===== src/rtl/registrador_deslocamento_pkg.sv =====
// registrador_deslocamento_pkg: shared Tx command codes and etapa state codes
package registrador_deslocamento_pkg;
  typedef enum logic [1:0] {
    TX_RESET  = 2'b00,
    TX_LOAD   = 2'b01,
    TX_HOLD   = 2'b10,
    TX_SHIFTL = 2'b11
  } tx_t;
  typedef enum logic [1:0] {
    VAZIO      = 2'd0,
    CARREGADO  = 2'd1,
    DESLOCANDO = 2'd2,
    ESGOTADO   = 2'd3
  } etapa_t;
endpackage


===== src/rtl/registrador_deslocamento.sv =====
// registrador_deslocamento: working register executing RESET/LOAD/HOLD/SHIFTL from Tx; ports clock, reset, Tx, entrada -> saida, carry, zero, n_shift, n_load, etapa, erro
module registrador_deslocamento
  import registrador_deslocamento_pkg::*;
#(
  parameter int WIDTH     = 5,
  parameter int MAX_SHIFT = 4
) (
  input  logic             clock,
  input  logic             reset,
  input  logic [1:0]       Tx,
  input  logic [WIDTH-1:0] entrada,
  output logic [WIDTH-1:0] saida,
  output logic             carry,
  output logic             zero,
  output logic [2:0]       n_shift,
  output logic [1:0]       n_load,
  output logic [1:0]       etapa,
  output logic             erro
);
  etapa_t st;
  logic [2:0] ns_next;
  assign ns_next = n_shift + 3'd1;
  assign zero = (saida == '0);
  assign etapa = st;
  always_ff @(posedge clock) begin
    if (reset) begin
      saida <= '0;
      carry <= 1'b0;
      n_shift <= '0;
      n_load <= '0;
      st <= VAZIO;
      erro <= 1'b0;
    end else begin
      case (tx_t'(Tx))
        TX_RESET: begin
          saida <= '0;
          carry <= 1'b0;
          n_shift <= '0;
          st <= VAZIO;
          erro <= 1'b0;
        end
        TX_LOAD: begin
          saida <= entrada;
          carry <= 1'b0;
          n_shift <= '0;
          n_load <= (n_load >= 2'd2) ? 2'd0 : n_load + 2'd1;
          st <= CARREGADO;
          erro <= 1'b0;
        end
        TX_SHIFTL: begin
          case (st)
            VAZIO, ESGOTADO: erro <= 1'b1;
            CARREGADO, DESLOCANDO: begin
              saida <= {saida[WIDTH-2:0], 1'b0};
              carry <= saida[WIDTH-1];
              n_shift <= ns_next;
              st <= (ns_next == 3'(MAX_SHIFT)) ? ESGOTADO : DESLOCANDO;
            end
            default: begin
              saida <= '0;
              carry <= 1'b0;
              n_shift <= '0;
              st <= VAZIO;
            end
          endcase
        end
        default: ;
      endcase
    end
  end
endmodule

===== config.mk =====
export PLATFORM = sky130hd
export DESIGN_NAME = registrador_deslocamento
export DESIGN_NICKNAME = d
export VERILOG_FILES = /design/src/rtl/registrador_deslocamento_pkg.sv /design/src/rtl/registrador_deslocamento.sv
export SDC_FILE = /design/constraint.sdc
export NUM_CORES = 1
export LEC_CHECK = 0
export ABC_AREA = 1
export BUFFER_PORTS_ARGS = -buffer_cell sky130_fd_sc_hd__buf_2
export CORE_MARGIN = 4
export CORE_UTILIZATION = 45
export DETAILED_ROUTE_END_ITERATION = 6
export HOLD_SLACK_MARGIN = 0.03
export PLACE_DENSITY = 0.73
export SLEW_MARGIN = 20
export SYNTH_ARGS = -nofsm -noshare
export SYNTH_HDL_FRONTEND = slang
export SYNTH_SLANG_ARGS = --single-unit

===== constraint.sdc =====
create_clock -name clock -period 1.3 [get_ports clock]
set_input_delay 0.195 -clock clock [delete_from_list [all_inputs] [get_ports clock]]
set_output_delay 0.195 -clock clock [all_outputs]
set_load 0.05 [all_outputs]

# After elaboration in Yosys (flattened, before gate mapping)
# Cells that the tools add are included.
totals:
  ff_bits: 14
  latchBits: 0
  ram_bits: 0
  mem_bits_ro: 0
  input_bits: 9
  output_inout_bits: 15
  elab_cells: 40
  n_memories: 0
classes:
  n_addsub: 2
  multipliers: 0
  div_mod_pow: 0
  magnitude_cmp: 1
  eq_ne: 8
  n_shift: 0
  mux: 12
  n_bitwise: 0
  n_reduce_logical: 11
op_table:
  columns: ["operator", "n"]
  rows:
  - ["one-hot mux 5 bit (3 select lines)", 1]
  - ["== test 2 bit, second input constant", 3]
  - ["one-hot mux 2 bit (3 select lines)", 1]
  - ["one-hot mux 3 bit (2 select lines)", 1]
  - ["AND reduction 2 bit", 3]
  - ["OR reduction 2 bit", 3]
  - ["logical NOT 5 bit", 1]
  - ["two-way mux 5 bit", 1]
  - ["== test 2 x 1 -> 1 bit, second input constant", 2]
  - ["logical NOT 2 bit", 2]
  - ["two-way mux 2 bit", 2]
  - ["one-hot mux 1 bit (2 select lines)", 2]
  - ["adder 3 x 1 -> 3 bit, second input constant", 1]
  - ["== test 3 bit, second input constant", 1]
  - ["two-way mux 1 bit", 3]
  - ["two-way mux 3 bit", 1]
  - ["nonzero test 3 bit", 1]
  - ["adder 2 x 1 -> 2 bit, second input constant", 1]
  - ["greater-or-equal comparator 2 bit, second input constant", 1]
  - ["!= test 2 x 1 -> 1 bit, second input constant", 1]
  - ["!= test 2 bit, second input constant", 1]
  - ["nonzero test 2 bit", 1]

# Logic depth before layout (Yosys ltp)
# Gate-level depths: netlist of run 1.
depth:
  word_depth: 5
  depth_mapped: 7
  ltp_nobuf: 6

# Least setup slack after synthesis of run 1
# No wires, ideal clock.
synth_timing:
  path_type: "register -> output"
  startpoint: "register saida[1]"
  endpoint: "output port zero"
  t_arrival_ps: 1723
  required_time_ps: 1105
  setup_slack_ps: -618
  path_stages_with_launch: 4
  n_path_buf: 0
  path_cell_list: "dfxtp_1 inv_1 nand3_1 nor3_1"
synth_via:
  elab_chain_cells: 1
synth_rtl:
  columns: ["item", "line", "text"]
  rows:
  - ["start: declaration", "registrador_deslocamento.sv:12", "output logic [WIDTH-1:0] saida,"]
  - ["start signal: assignment", "registrador_deslocamento.sv:43", "saida <= entrada;"]
  - ["start signal: assignment", "registrador_deslocamento.sv:54", "saida <= {saida[WIDTH-2:0], 1'b0};"]
  - ["logical NOT 5 bit", "registrador_deslocamento.sv:23", "assign zero = (saida == '0);"]
  - ["end: declaration", "registrador_deslocamento.sv:14", "output logic zero,"]
# No other way between the ends.

# Worst setup path after layout of run 1
# Same ends and word-level chain as after synthesis.

==> run metrics, run 1 <==
Area after DPL=848 um2; Slew Limit Fails=0; final hold viol count=0; WS Path Type=reg -> out; Slew headroom=81.5%; Switching Share=33.8%; number of global-route vias before repair=626; design area=900 um2; Slowest cell on crit path=dfxtp_2; Static Leakage=0.467 nW; DP Cell Count=139; Worst-Margin Slew=0.277 ns; crit end category=output pin; required arrival time at the worst endpoint=1.11 ns; Worst R2R End=n_shift[2]; Ports=24; hold crit path type=in -> reg; P_int=0.000701 W; Fill cells=150; hold buffers post-CTS=0; register-to-register setup slack=0.13 ns; Port Buffers=23; H-Tree Depth=1; Multi-input gate area=372 um2; initial DRC count=28; Die H=47.8 um; antenna violations before repair=0; fraction of layout cells with a size suffix above 1=37.0%; RSZ-0062 raised after global routing=yes; final WL=1600 um; sequential share of power=44.8%; Die X=47.8 um; clk_skew=0.00163 ns; maxcap violations=0; Critical Path, Cell by Cell=inv_2, nand3_2, nor3_4, buf_6; part of the cycle the worst path needs=97.3%; top cell type's share of synthesized area=39.4%; DR WL/cell=11.2 um; fin worst setup slack=0.0348 ns; Max VDD drop=0.761 mV; Async S/R FF share, synth=0%; routed via count=714; HPWL Detailed=1190 um; CTS Buf Count=3; grt ovf=0; n_diodes=0; post-route ant nets=0; Area growth syn-to-layout=26.4%; hold_sp=reset; RD Place Congestion=0.803; synth unique cells=20; Post-Layout Cell Count=143; Tmin final=1.27 ns; Global Route Usage Sum=17.4%; Worst R2R Start=n_shift[0]; core area=1510 um2; drt pass-1 iters=4; Vias/cell=4.99; CP max stage delay=0.34 ns; Final TNS setup=0 ns; Hold Crit Depth=2; row count=14; Fin Hold WS=0.149 ns; Yosys warning count=0; Synth area leader=dfxtp_1; main flop type after synthesis=dfxtp_1; Post-Synthesis Cells=102; number of synthesized flops with an enable pin=0; top-count cell post-synth=nand2_1; sequential share of the synthesized area=39.4%; register bit count reported by yosys=14; Starting Density=47.3%; CTS tree=built; Die ar.=2280 um2; # setup viols final=0; status=completed; Gate power share=25.0%; # nets final=139; worst-path fanout max=3; cells on worst reg2reg path=4; Clock transition at path regs=0.09 ns; deepest clock path buffer count=2; first-pass GRT wire length=2680 um; clock power share=30.2%; Mapped Area=712 um2; CTS Root Cell=clkbuf_4; register area=290 um2; Psw=0.000358 W; DRC=0; worst slack at placement=0.150 ns; top cells by count, synth=nand2_1 (27), dfxtp_1 (14), inv_1 (12), nand3_1 (12), a21oi_1 (11); Mapped Avg Cell Area=6.98 um2; Pwr per Cell Area=1180 nW/um2; Max Clk Rate=790 MHz; largest net degree at the start of global routing=16; largest cells by area after synthesis=dfxtp_1 (39%), nand2_1 (14%), nand3_1 (8.4%); Endpoint, Worst Hold=n_shift[1]; clk_lat worst skew=0.28 ns; critical path arrival=1.07 ns; clock sink total=14; Critical Path Start Type=flop; Syn Nets=113
==> cell families after synthesis <==
group	share of synthesized area, %
flip-flops	39.4
adder cells (fa/ha/maj)	3.51
AND/OR/NAND/NOR	33.4
buffers and inverters	10.7
AO/OA/AOI/OAI	13.0
==> through the flow <==
stage / utilization, % / total power (W)
after global placement: 56.3 / 0.000734
final: 59.7 / 0.00106
after CTS: 59.6 / 0.00108
after global routing: 59.7 / 0.00113
after detailed placement: 56.3 / 0.000738
after floorplan: - / 0.000680
==> cells in the final DEF, fill, tap and decap left out, drive strengths merged, types with 2 or more instances in the layout <==
master | netlist | final
ha | 2 | 2
inv | 14 | 14
dfxtp | 14 | 14
nor2 | 8 | 8
nand3 | 14 | 14
a21oi | 11 | 11
o21ai | 4 | 4
clkbuf | 0 | 4
buf | 3 | 24
nand2 | 28 | 28
==> critical path: cells and delay by family (launching register included) <==
family,cells,cell delay (ns)
flops,1,0.34
buf+inv,2,0.24
simple gates,2,0.21
==> flip-flops by register name (all words and copies together), names as in the netlist <==
register,cells
saida,5
n_shift,3
etapa,2
n_load,2
carry,1
erro,1
==> worst max path at each step <==
stage / start / to / slack (ns)
floorplan: saida[1] / zero / -0.03
finish: saida[1] / zero / 0.03
CTS: saida[4] / zero / 0.002
global route: saida[1] / zero / -0.05
global placement: n_shift[0] / etapa[0] / 0.20
detailed placement: n_shift[0] / n_shift[2] / 0.15
==> per-layer routing <==
metal	global-route usage (%)	routed length, um	vias up
li1	-	-	376
met4	12.9	48	0
met1	22.0	739	314
met2	24.5	713	19
met3	5.26	96	5
met5	0	0	-
==> power by group through the flow <==
stage / Sequential (W) / Combinational, W / Clock, W
final: 0.000474 / 0.000265 / 0.000320
after global routing: 0.000478 / 0.000290 / 0.000363
after CTS: 0.000473 / 0.000267 / 0.000336
after detailed placement: 0.000482 / 0.000256 / 0
after global placement: 0.000481 / 0.000253 / 0
after floorplan: 0.000555 / 0.000125 / 0
==> what timing repair did <==
item,in CTS,in global routing
gates resized for setup,7,2
setup buffers,0,0
endpoints found under the setup margin,1,1
pin swaps,0,0
==> layout make-up <==
cell class	instances	area share [%]
Clock buffer	4	4.03
Tap cell	16	2.23
Multi-Input combinational cell	71	41.3
Timing Repair Buffer	24	14.3
Sequential cell	14	32.3
Inverter	14	5.84
No activity file was read; power rests on OpenSTA's default activity.
==> inputs of run 2 (changes only) <==
- CORE_UTILIZATION: 45 -> 47
- PLACE_DENSITY: 0.73 -> 0.75
==> run 2 against run 1 <==
The flow now finishes with violations (setup timing). Global-route usage fell by 0.56 points. Die area is 3.5% lower. First-iteration DRC count is 50% lower. Final area is 1.5% higher. Clock power about the same. Total power up 0.94%. Final cell count is the same. Fmax fell by 3.4%. Register-to-register slack is essentially flat. Largest power group unchanged. Highest routed layer unchanged.
==> run metrics, run 2 (same netlist as run 1, synthesis figures left out) <==
part of the cycle the worst path needs=101% (+3.5 points); fraction of layout cells with a size suffix above 1=37.5% (+0.49 points); Max VDD drop=0.611 mV (-20%); first-pass GRT wire length=2660 um (-0.78%); HPWL Detailed=1150 um (-4.0%); Die X=46.9 um (-1.8%); top routing layer used=met4; deepest clock path buffer count=2 (unchanged); most frequent cells in the layout=nand2_1 (27), buf_2 (22), nand3_1 (11), a21oi_1 (11), inv_1 (9); Hold Crit Depth=2 (unchanged); maxcap violations=0 (unchanged); WL met1=715 um (-3.2%); H-Tree Depth=1 (unchanged); Reg with most FFs=saida; Psw=0.000362 W (+1.1%); Fill cells=127 (-15%); Starting Density=52.1% (+4.8 points); Slew Limit Fails=0 (unchanged); DRC=0 (unchanged); largest net degree at the start of global routing=16 (unchanged); met3 routed WL=89 um (-7.3%); Pwr per Cell Area=1170 nW/um2 (-0.58%); number of flip-flops in the largest register=5 (unchanged); Critical Path Start Type=flop; Max Clk Rate=763 MHz (-3.4%); grt ovf=0 (unchanged); Worst-Margin Slew=0.282 ns (+0.00502 ns); DR WL/cell=11.1 um (-1.0%); clk_skew=0.00229 ns (+0.000653 ns); Tmin final=1.31 ns (+0.0452 ns); Endpoint, Worst Hold=n_shift[1]; Port Buffers=23 (unchanged); Global Route Usage Sum=16.8% (-0.56 points); RSZ-0062 raised after global routing=yes; clock sink total=14 (unchanged); hold_sp=reset; final hold viol count=0 (unchanged); largest registers=saida: 5 flops, n_shift: 3 flops; Worst R2R End=n_shift[2]; CTS Root Cell=clkbuf_4; Slew headroom=81.2% (-0.33 points); Area growth syn-to-layout=28.3%; Static Leakage=0.473 nW (+1.3%); CTS Buf Count=3 (unchanged); initial DRC count=14 (-50%); crit end category=output pin; Ports=24 (unchanged); Clock transition at path regs=0.09 ns (about the same); Gate power share=25.9% (+0.9 points); drt pass-1 iters=4 (unchanged); # nets final=140 (+0.72%); failing checks=setup timing; Die ar.=2200 um2 (-3.5%); core area=1370 um2 (-9.3%); number of global-route vias before repair=636 (+1.6%); critical path arrival=1.12 ns (+0.05 ns); routed via count=725 (+1.5%); required arrival time at the worst endpoint=1.11 ns (about the same); antenna violations before repair=0 (unchanged); post-route ant nets=0 (unchanged); Switching Share=33.9% (+0.047 points); row count=13 (-1); Vias/cell=5.07 (+1.5%); n_diodes=0 (unchanged); hold buffers post-CTS=0 (unchanged); Area after DPL=847 um2 (-0.15%); Fin Hold WS=0.149 ns (+0.0000930 ns); cells on worst reg2reg path=4 (unchanged); hold crit path type=in -> reg; P_int=0.000707 W (+0.87%); design area=913 um2 (+1.5%); Worst R2R Start=n_shift[0]; register-to-register setup slack=0.14 ns (about the same); WS Path Type=reg -> out; RD Place Congestion=0.789 (-1.8%); sequential share of power=44.3% (-0.5 points); worst-path fanout max=3 (unchanged); Die H=46.9 um (-1.8%); WL met2=758 um (+6.3%); final WL=1580 um (-1.0%); status=complete, but fails checks; clk_lat worst skew=0.28 ns (about the same); # setup viols final=1 (+1); fin worst setup slack=-0.0104 ns (-0.0452 ns); commonest non-fill, non-tap cell in the layout=nand2_1; CTS tree=built; clock power share=29.9% (-0.3 points)
## run 2: cell types whose count changed in the layout (fill, tap and decap cells not counted), sizes merged
cell,previous run,this run
buf,24,25
## run 2: per-stage QoR
step / power (W) / std cells / setup WS, ns / setup TNS (ns) / util [%]
floorplan: 0.000680 / 102 / -0.0298 / -0.0298 / -
global placement: 0.000732 / 138 / 0.173 / 0 / 62.0
detailed placement: 0.000737 / 138 / 0.166 / 0 / 62.0
CTS: 0.00106 / 142 / 0.000637 / 0 / 65.6
global route: 0.00114 / 143 / -0.0893 / -0.0893 / 66.8
finish: 0.00107 / 143 / -0.0104 / -0.0104 / 66.8
## run 2: metal layers
| layer | GRT usage (%) | vias to the layer above |
|---|---|---|
| li1 | - | 379 |
| met1 | 22.5 | 326 |
| met2 | 26.3 | 18 |
| met3 | 4.21 | 2 |
| met4 | 6.08 | 0 |
| met5 | 0 | - |
## run 2: repair_timing
| action | 4_1_cts | 5_1_grt |
|---|---|---|
| resized for setup | 5 | 5 |
| setup buffers | 0 | 1 |
| pin swaps | 0 | 2 |
| endpoints found under the setup margin | 1 | 1 |
## run 2: worst max path at each step
stage,start,to,slack [ns],cells past startpoint
floorplan,saida[1],zero,-0.03,3
global placement,n_shift[0],n_shift[2],0.17,4
detailed placement,n_shift[0],n_shift[2],0.17,4
CTS,saida[3],zero,0.0006,4
global route,saida[1],zero,-0.09,4
finish,saida[1],zero,-0.01,4
## run 2: critical path, stage by stage, from the launching register on
cell     delay [ns]
dfxtp_2        0.34
inv_2          0.07
nand3_4        0.08
nor3_4         0.16
buf_6          0.18
## run 2: layout make-up
class | instances | area [um2] | area share (%)
tap | 15 | 18.8 | 2.05
multi-input combinational | 71 | 379 | 41.5
sequential | 14 | 290 | 31.8
inverter | 14 | 52.6 | 5.75
timing repair buffer | 25 | 136 | 14.9
clock buffer | 4 | 36.3 | 3.97
## run 2: power by group through the flow
stage	Sequential [W]	Combinational (W)	Clock, W
2_1_floorplan	0.000555	0.000125	0
3_3_place_gp	0.000480	0.000252	0
3_5_place_dp	0.000481	0.000256	0
4_1_cts	0.000472	0.000267	0.000325
5_1_grt	0.000477	0.000304	0.000357
6_report	0.000473	0.000277	0.000319
